[src/rtl/md_pkg.sv]
// ---------------------------------------------------------------------------
// md_pkg -- shared definitions for the multiply/divide unit.
//   md_op_e     : operation encodings carried on md_op
//   md_state_e  : controller FSM state encoding
//   *_CYCLES_DEF: default busy lengths for multiply and divide
//   op_is_div   : true for DIV/DIVU
//   cnt_width   : counter width able to hold the larger busy length
// ---------------------------------------------------------------------------
package md_pkg;

    typedef enum logic [1:0] {
        MD_MULT  = 2'd0,
        MD_MULTU = 2'd1,
        MD_DIV   = 2'd2,
        MD_DIVU  = 2'd3
    } md_op_e;

    typedef enum logic {
        ST_IDLE = 1'b0,
        ST_RUN  = 1'b1
    } md_state_e;

    localparam int MULT_CYCLES_DEF = 5;
    localparam int DIV_CYCLES_DEF  = 10;

    function automatic logic op_is_div(input md_op_e op);
        return (op == MD_DIV) || (op == MD_DIVU);
    endfunction

    function automatic int cnt_width(input int a, input int b);
        int mx;
        mx = (a > b) ? a : b;
        if (mx < 1) begin
            return 1;
        end
        return $clog2(mx + 1);
    endfunction

endpackage

[src/rtl/md_arith.sv]
// ---------------------------------------------------------------------------
// md_arith -- purely combinational 64-bit multiply / 32-bit divide datapath.
// Ports:
//   i_op       : operation (md_op_e encoding)
//   i_a, i_b   : operands (multiplicand/dividend, multiplier/divisor)
//   o_hi, o_lo : result halves (product high/low, or remainder/quotient)
//   o_div_zero : divide operation with a zero divisor (result must be dropped)
// ---------------------------------------------------------------------------
module md_arith
    import md_pkg::*;
(
    input  logic [1:0]  i_op,
    input  logic [31:0] i_a,
    input  logic [31:0] i_b,
    output logic [31:0] o_hi,
    output logic [31:0] o_lo,
    output logic        o_div_zero
);

    md_op_e      w_op;
    logic        w_signed;
    logic        w_a_neg;
    logic        w_b_neg;
    logic [31:0] w_a_mag;
    logic [31:0] w_b_mag;
    logic [63:0] w_prod_mag;
    logic [63:0] w_prod;
    logic        w_div_zero;
    logic [31:0] w_divisor;
    logic [31:0] w_q_mag;
    logic [31:0] w_r_mag;
    logic [31:0] w_quot;
    logic [31:0] w_rem;

    // Signed and unsigned forms share one unsigned core: operate on
    // magnitudes and re-apply the sign afterwards. This also sidesteps the
    // -2^31 / -1 overflow case, whose magnitude quotient 2^31 negates back to
    // 0x80000000 with a zero remainder.
    always_comb begin
        w_op       = md_op_e'(i_op);
        w_signed   = (w_op == MD_MULT) || (w_op == MD_DIV);
        w_a_neg    = w_signed & i_a[31];
        w_b_neg    = w_signed & i_b[31];
        w_a_mag    = w_a_neg ? (32'd0 - i_a) : i_a;
        w_b_mag    = w_b_neg ? (32'd0 - i_b) : i_b;

        w_prod_mag = {32'd0, w_a_mag} * {32'd0, w_b_mag};
        w_prod     = (w_a_neg ^ w_b_neg) ? (64'd0 - w_prod_mag) : w_prod_mag;

        // A zero divisor is replaced by 1 only to keep the divider defined;
        // its result is discarded by the controller.
        w_div_zero = (i_b == 32'd0);
        w_divisor  = w_div_zero ? 32'd1 : w_b_mag;
        w_q_mag    = w_a_mag / w_divisor;
        w_r_mag    = w_a_mag % w_divisor;
        w_quot     = (w_a_neg ^ w_b_neg) ? (32'd0 - w_q_mag) : w_q_mag;
        w_rem      = w_a_neg ? (32'd0 - w_r_mag) : w_r_mag;

        if (op_is_div(w_op)) begin
            o_hi       = w_rem;
            o_lo       = w_quot;
            o_div_zero = w_div_zero;
        end else begin
            o_hi       = w_prod[63:32];
            o_lo       = w_prod[31:0];
            o_div_zero = 1'b0;
        end
    end

endmodule

[src/rtl/md_ctrl.sv]
// ---------------------------------------------------------------------------
// md_ctrl -- multi-cycle MULT/MULTU/DIV/DIVU controller with HI/LO registers.
// The result is computed and captured at the start edge; a down-counter then
// models the unit's latency and HI/LO are committed when it expires.
// Ports:
//   clk, reset        : clock, synchronous active-high reset
//   start, md_op      : launch an arithmetic op (ignored while busy)
//   src_a, src_b      : operands, sampled only at the start edge
//   hilo_wr, hilo_sel : MTHI/MTLO write of src_a (1=HI, 0=LO), idle only
//   id_md_use         : ID-stage instruction touches the MD unit
//   busy              : operation in progress
//   md_stall          : pipeline hold request
//   hi, lo            : architectural HI/LO
// ---------------------------------------------------------------------------
module md_ctrl
    import md_pkg::*;
#(
    parameter int MULT_CYCLES = MULT_CYCLES_DEF,
    parameter int DIV_CYCLES  = DIV_CYCLES_DEF
) (
    input  logic        clk,
    input  logic        reset,
    input  logic        start,
    input  logic [1:0]  md_op,
    input  logic [31:0] src_a,
    input  logic [31:0] src_b,
    input  logic        hilo_wr,
    input  logic        hilo_sel,
    input  logic        id_md_use,
    output logic        busy,
    output logic        md_stall,
    output logic [31:0] hi,
    output logic [31:0] lo
);

    localparam int CNT_W = cnt_width(MULT_CYCLES, DIV_CYCLES);

    md_state_e   r_state;
    logic [CNT_W-1:0] r_count;
    logic [31:0] r_res_hi;
    logic [31:0] r_res_lo;
    logic        r_res_wr;
    logic [31:0] r_hi;
    logic [31:0] r_lo;

    md_state_e   w_state_next;
    logic [CNT_W-1:0] w_count_next;
    logic [31:0] w_res_hi_next;
    logic [31:0] w_res_lo_next;
    logic        w_res_wr_next;
    logic [31:0] w_hi_next;
    logic [31:0] w_lo_next;

    logic [31:0] w_arith_hi;
    logic [31:0] w_arith_lo;
    logic        w_arith_div_zero;
    logic        w_busy;

    md_arith u_arith (
        .i_op       (md_op),
        .i_a        (src_a),
        .i_b        (src_b),
        .o_hi       (w_arith_hi),
        .o_lo       (w_arith_lo),
        .o_div_zero (w_arith_div_zero)
    );

    always_ff @(posedge clk) begin
        if (reset) begin
            // Clearing r_res_wr drops any result still in flight.
            r_state  <= ST_IDLE;
            r_count  <= '0;
            r_res_hi <= '0;
            r_res_lo <= '0;
            r_res_wr <= 1'b0;
            r_hi     <= '0;
            r_lo     <= '0;
        end else begin
            r_state  <= w_state_next;
            r_count  <= w_count_next;
            r_res_hi <= w_res_hi_next;
            r_res_lo <= w_res_lo_next;
            r_res_wr <= w_res_wr_next;
            r_hi     <= w_hi_next;
            r_lo     <= w_lo_next;
        end
    end

    always_comb begin
        w_state_next  = r_state;
        w_count_next  = r_count;
        w_res_hi_next = r_res_hi;
        w_res_lo_next = r_res_lo;
        w_res_wr_next = r_res_wr;
        w_hi_next     = r_hi;
        w_lo_next     = r_lo;

        case (r_state)
            ST_IDLE: begin
                // start wins over a simultaneous MTHI/MTLO.
                if (start) begin
                    w_res_hi_next = w_arith_hi;
                    w_res_lo_next = w_arith_lo;
                    w_res_wr_next = ~w_arith_div_zero;
                    w_count_next  = op_is_div(md_op_e'(md_op)) ? CNT_W'(DIV_CYCLES)
                                                               : CNT_W'(MULT_CYCLES);
                    w_state_next  = ST_RUN;
                end else if (hilo_wr) begin
                    if (hilo_sel) begin
                        w_hi_next = src_a;
                    end else begin
                        w_lo_next = src_a;
                    end
                end
            end
            ST_RUN: begin
                // Last RUN cycle: the edge that brings the count to zero
                // commits the result, so it is visible as busy drops.
                if (r_count <= CNT_W'(1)) begin
                    w_count_next  = '0;
                    w_state_next  = ST_IDLE;
                    w_res_wr_next = 1'b0;
                    if (r_res_wr) begin
                        w_hi_next = r_res_hi;
                        w_lo_next = r_res_lo;
                    end
                end else begin
                    w_count_next = r_count - CNT_W'(1);
                end
            end
            default: begin
                w_state_next = ST_IDLE;
                w_count_next = '0;
            end
        endcase
    end

    assign w_busy   = (r_state == ST_RUN);
    assign busy     = w_busy;
    assign md_stall = id_md_use & (start | w_busy);
    assign hi       = r_hi;
    assign lo       = r_lo;

endmodule

[config.mk]
export PLATFORM = sky130hd
export DESIGN_NAME = md_ctrl
export DESIGN_NICKNAME = d
export VERILOG_FILES = /design/src/rtl/md_pkg.sv /design/src/rtl/md_arith.sv /design/src/rtl/md_ctrl.sv
export SDC_FILE = /design/constraint.sdc
export NUM_CORES = 2
export LEC_CHECK = 0
export BUFFER_PORTS_ARGS = -buffer_cell sky130_fd_sc_hd__buf_2
export CAP_MARGIN = 15
export CORE_UTILIZATION = 40
export CTS_CLUSTER_DIAMETER = 120
export DETAILED_ROUTE_END_ITERATION = 16
export GPL_TIMING_DRIVEN = 0
export SETUP_SLACK_MARGIN = 0.2
export SYNTH_ARGS = -nofsm -noshare
export SYNTH_HDL_FRONTEND = slang
export SYNTH_SLANG_ARGS = --single-unit
export TNS_END_PERCENT = 30
[constraint.sdc]
create_clock -name clk -period 193.4 [get_ports clk]
set_input_delay 29.01 -clock clk [delete_from_list [all_inputs] [get_ports clk]]
set_output_delay 29.01 -clock clk [all_outputs]
set_load 0.01 [all_outputs]
==> summary.txt <==
met2 Use GR = 58.6%
Post-Syn Nets = 11800
clk sinks = 134
Cell Area, Synth = 74600 um2
nature of the critical path startpoint = input port
Worst Tran Pin Value = 1.40 ns
Die Width = 434 um
DRT Pass-1 Iters = 8
Root Driver = clkbuf_16
Worst Setup End Kind = flip-flop
Post-synth EDFFs = 0
DR DRC count = 0
RSZ-0062 raised after global routing = false
initial DRC count = 10300
grt ovf = 0
largest net degree at the start of global routing = 35
buffers plus inverters on the worst setup path = 72
cts bufs inserted = 17
Mapped Cells = 10000
Critical Path RT = 193.67 ns
GRT met3 Usage = 12.8%
ys flop type = dfxtp_1
Yosys warnings = 0
clk_lat worst skew = 0.43 ns
Avg Cell Area, Syn = 7.43 um2
Tcrit/Tclk final = 77.9%
initial antenna violation count = 57
Final min period = 150.63 ns
global placement routability congestion = 1.09
IO Port Bufs = 128
Syn-to-layout area delta = 8.17%
clk_skew = 0.00770 ns
Synth top area share = 24.1%
Total Nets Final = 12100
most frequent cells after synthesis = nand2_1 (1392), inv_1 (1178), nor2_1 (1070)
CP max stage cell = clkinv_1
Slew headroom = 6.70%
final max-slew violation count = 0
Hold WC Path Type = flip-flop to flip-flop
CTS clk-pin slew, worst paths = 0.06 ns
Post-synth ARST share = 0%
initial core utilization = 40.3%
# resized after CTS = 0
status = finished clean
DRT antenna net count = 0
Seq/Total Area, Yosys = 3.60%
synth unique cells = 129
Yosys top cell by area = fa_1
share of cells above drive strength 1 = 5.72%
CTS tree = yes
combinational family with the most area after synthesis = adder cells
cts hold-fix bufs = 0
io pins = 138
Most Frequent Cell on Critical Path = clkbuf_1
biggest cell delay along the critical path = 1.07 ns
first-pass GRT wire length = 561000 um
vias in the first global route = 76500
synthesis-stage register bit count = 134
family with the most delay on the worst path = compound AO/OA/AOI/OAI gates
vias = 80800
highest clock rate = 0.00664 GHz
global routing's busiest layer = met2
dpl hpwl = 338000 um
num rows = 158
Tot GR Track Use = 41.6%
clk buf depth = 2
final hold vios = 0
Die ar. = 188000 um2
critical setup path kind = input port to flip-flop
# setup viols final = 0
DR WL/cell = 31.3 um
Post-CTS Setup Bufs = 0
core footprint = 185000 um2
H-tree levels = 4
XOR/XNOR Fraction of Synth Area = 7.02%
fillcell total = 19300
Post-Route Setup TNS = 0 ns
count leader, synth = nand2_1
top cells by area, synth = fa_1 (24%), ha_1 (13%), nand2_1 (7.0%), inv_1 (5.9%), nor2_1 (5.4%)
Via-to-Cell Ratio = 6.31
worst path arrival time = 150.90 ns
Synth Area in Compound Gates = 20.7%
Total Routed Length = 401000 um
post-synthesis mux area share = 1.21%
M1 GR Usage = 54.9%
max_cap viols = 0
DIE HEIGHT = 434 um
CP Max Fanout = 10
simple-gate share of the synthesized area = 21.5%
Post-Synth Adder-Cell Area = 37.5%
==> routing by layer <==
metal	share of wire [%]	wire length, um	up-vias
met5	0.13	511	-
met4	7.4	29500	30
met3	13	52200	1064
met2	40	159000	5450
met1	40	160000	39600
li1	-	-	34600
==> flip-flops by register name, summed over array words and instances (netlist names) <==
| signal | flops |
|---|---|
| hi | 32 |
| r_res_wr | 1 |
| r_res_lo | 32 |
| busy | 1 |
| lo | 32 |
| r_count | 4 |
| r_res_hi | 32 |
==> through the flow <==
stage	utilization (%)	setup slack, ns	hold WS [ns]	area (um2)	cells
finish	43.6	42.77	0.459	80700	12800
global route	43.5	40.77	0.469	80700	12800
CTS	43.4	48.34	0.457	80500	12800
detailed placement	43.1	48.29	0.449	79900	12700
global placement	42.3	44.22	0.443	78300	12700
floorplan	-	87.80	0.432	74600	10000
==> worst register-to-register path: stages (launching register included) <==
cell and delay, ns:
dfxtp_1 0.34, inv_1 0.09, ha_1 0.20, nor2_1 0.06
o31ai_1 0.84, a21boi_0 0.25, clkbuf_1 0.37, clkbuf_1 0.40
nor2_1 0.10, a211oi_1 0.24
==> final timing paths <==
check                 endpoint        start  cells after the start  slack, ns
hold / removal     r_res_lo[1]  r_res_lo[1]                      2       0.46
setup / recovery  r_res_lo[30]     src_a[0]                    349      42.77
hold reg to reg    r_res_lo[1]  r_res_lo[1]                      2       0.46
setup reg to reg        hi[23]   r_count[0]                      9     190.41
==> cell type report <==
| class | count | area, um2 | share of cell area, % |
|---|---|---|---|
| clock buffer | 18 | 439 | 0.544 |
| inverter | 1211 | 4550 | 5.64 |
| tap | 2480 | 3100 | 3.85 |
| clock inverter | 13 | 145 | 0.180 |
| multi-input combinational | 8257 | 65800 | 81.6 |
| antenna | 34 | 85.1 | 0.105 |
| sequential | 134 | 2680 | 3.32 |
| buffer | 443 | 1800 | 2.23 |
| timing repair buffer | 223 | 2070 | 2.56 |
==> cells in the final DEF (no fill, tap or decap), types with 33 or more instances in the layout <==
master / Yosys / layout
mux2_2: 41 / 41
nand3_1: 152 / 152
buf_2: 45 / 178
o21bai_1: 57 / 57
diode_2: 0 / 34
xnor2_1: 357 / 338
buf_8: 0 / 42
a211oi_1: 159 / 158
nand2_1: 1392 / 1392
clkbuf_1: 330 / 324
buf_1: 56 / 55
nor2_1: 1070 / 1070
or3_1: 82 / 82
dfxtp_1: 134 / 134
or2_2: 43 / 43
nor2b_1: 83 / 83
o211ai_1: 83 / 83
nor4_1: 56 / 55
nor3_1: 214 / 214
a31oi_1: 106 / 105
o21a_1: 131 / 131
a21oi_1: 696 / 696
a21o_1: 203 / 203
o21ai_0: 391 / 391
o31ai_1: 55 / 55
a211o_1: 33 / 33
and3_1: 61 / 61
inv_1: 1178 / 1164
ha_1: 799 / 799
and2_1: 50 / 50
nand4_1: 95 / 95
xor2_1: 237 / 231
nand2b_1: 80 / 80
mux2i_1: 42 / 42
fa_1: 897 / 897
==> kinds of logic after synthesis <==
logic type / count (synthesis)
and+or+nand+nor: 3535
muxes: 84
DFF: 134
adders and majority gates: 1696
buffers and inverters: 1654
AOI/OAI and AO/OA: 2346
xor gates and xnor gates: 596
Power is left out: the tool's default activity adds up to more than one toggle a clock period on the data nets, which glitch-free logic cannot reach.
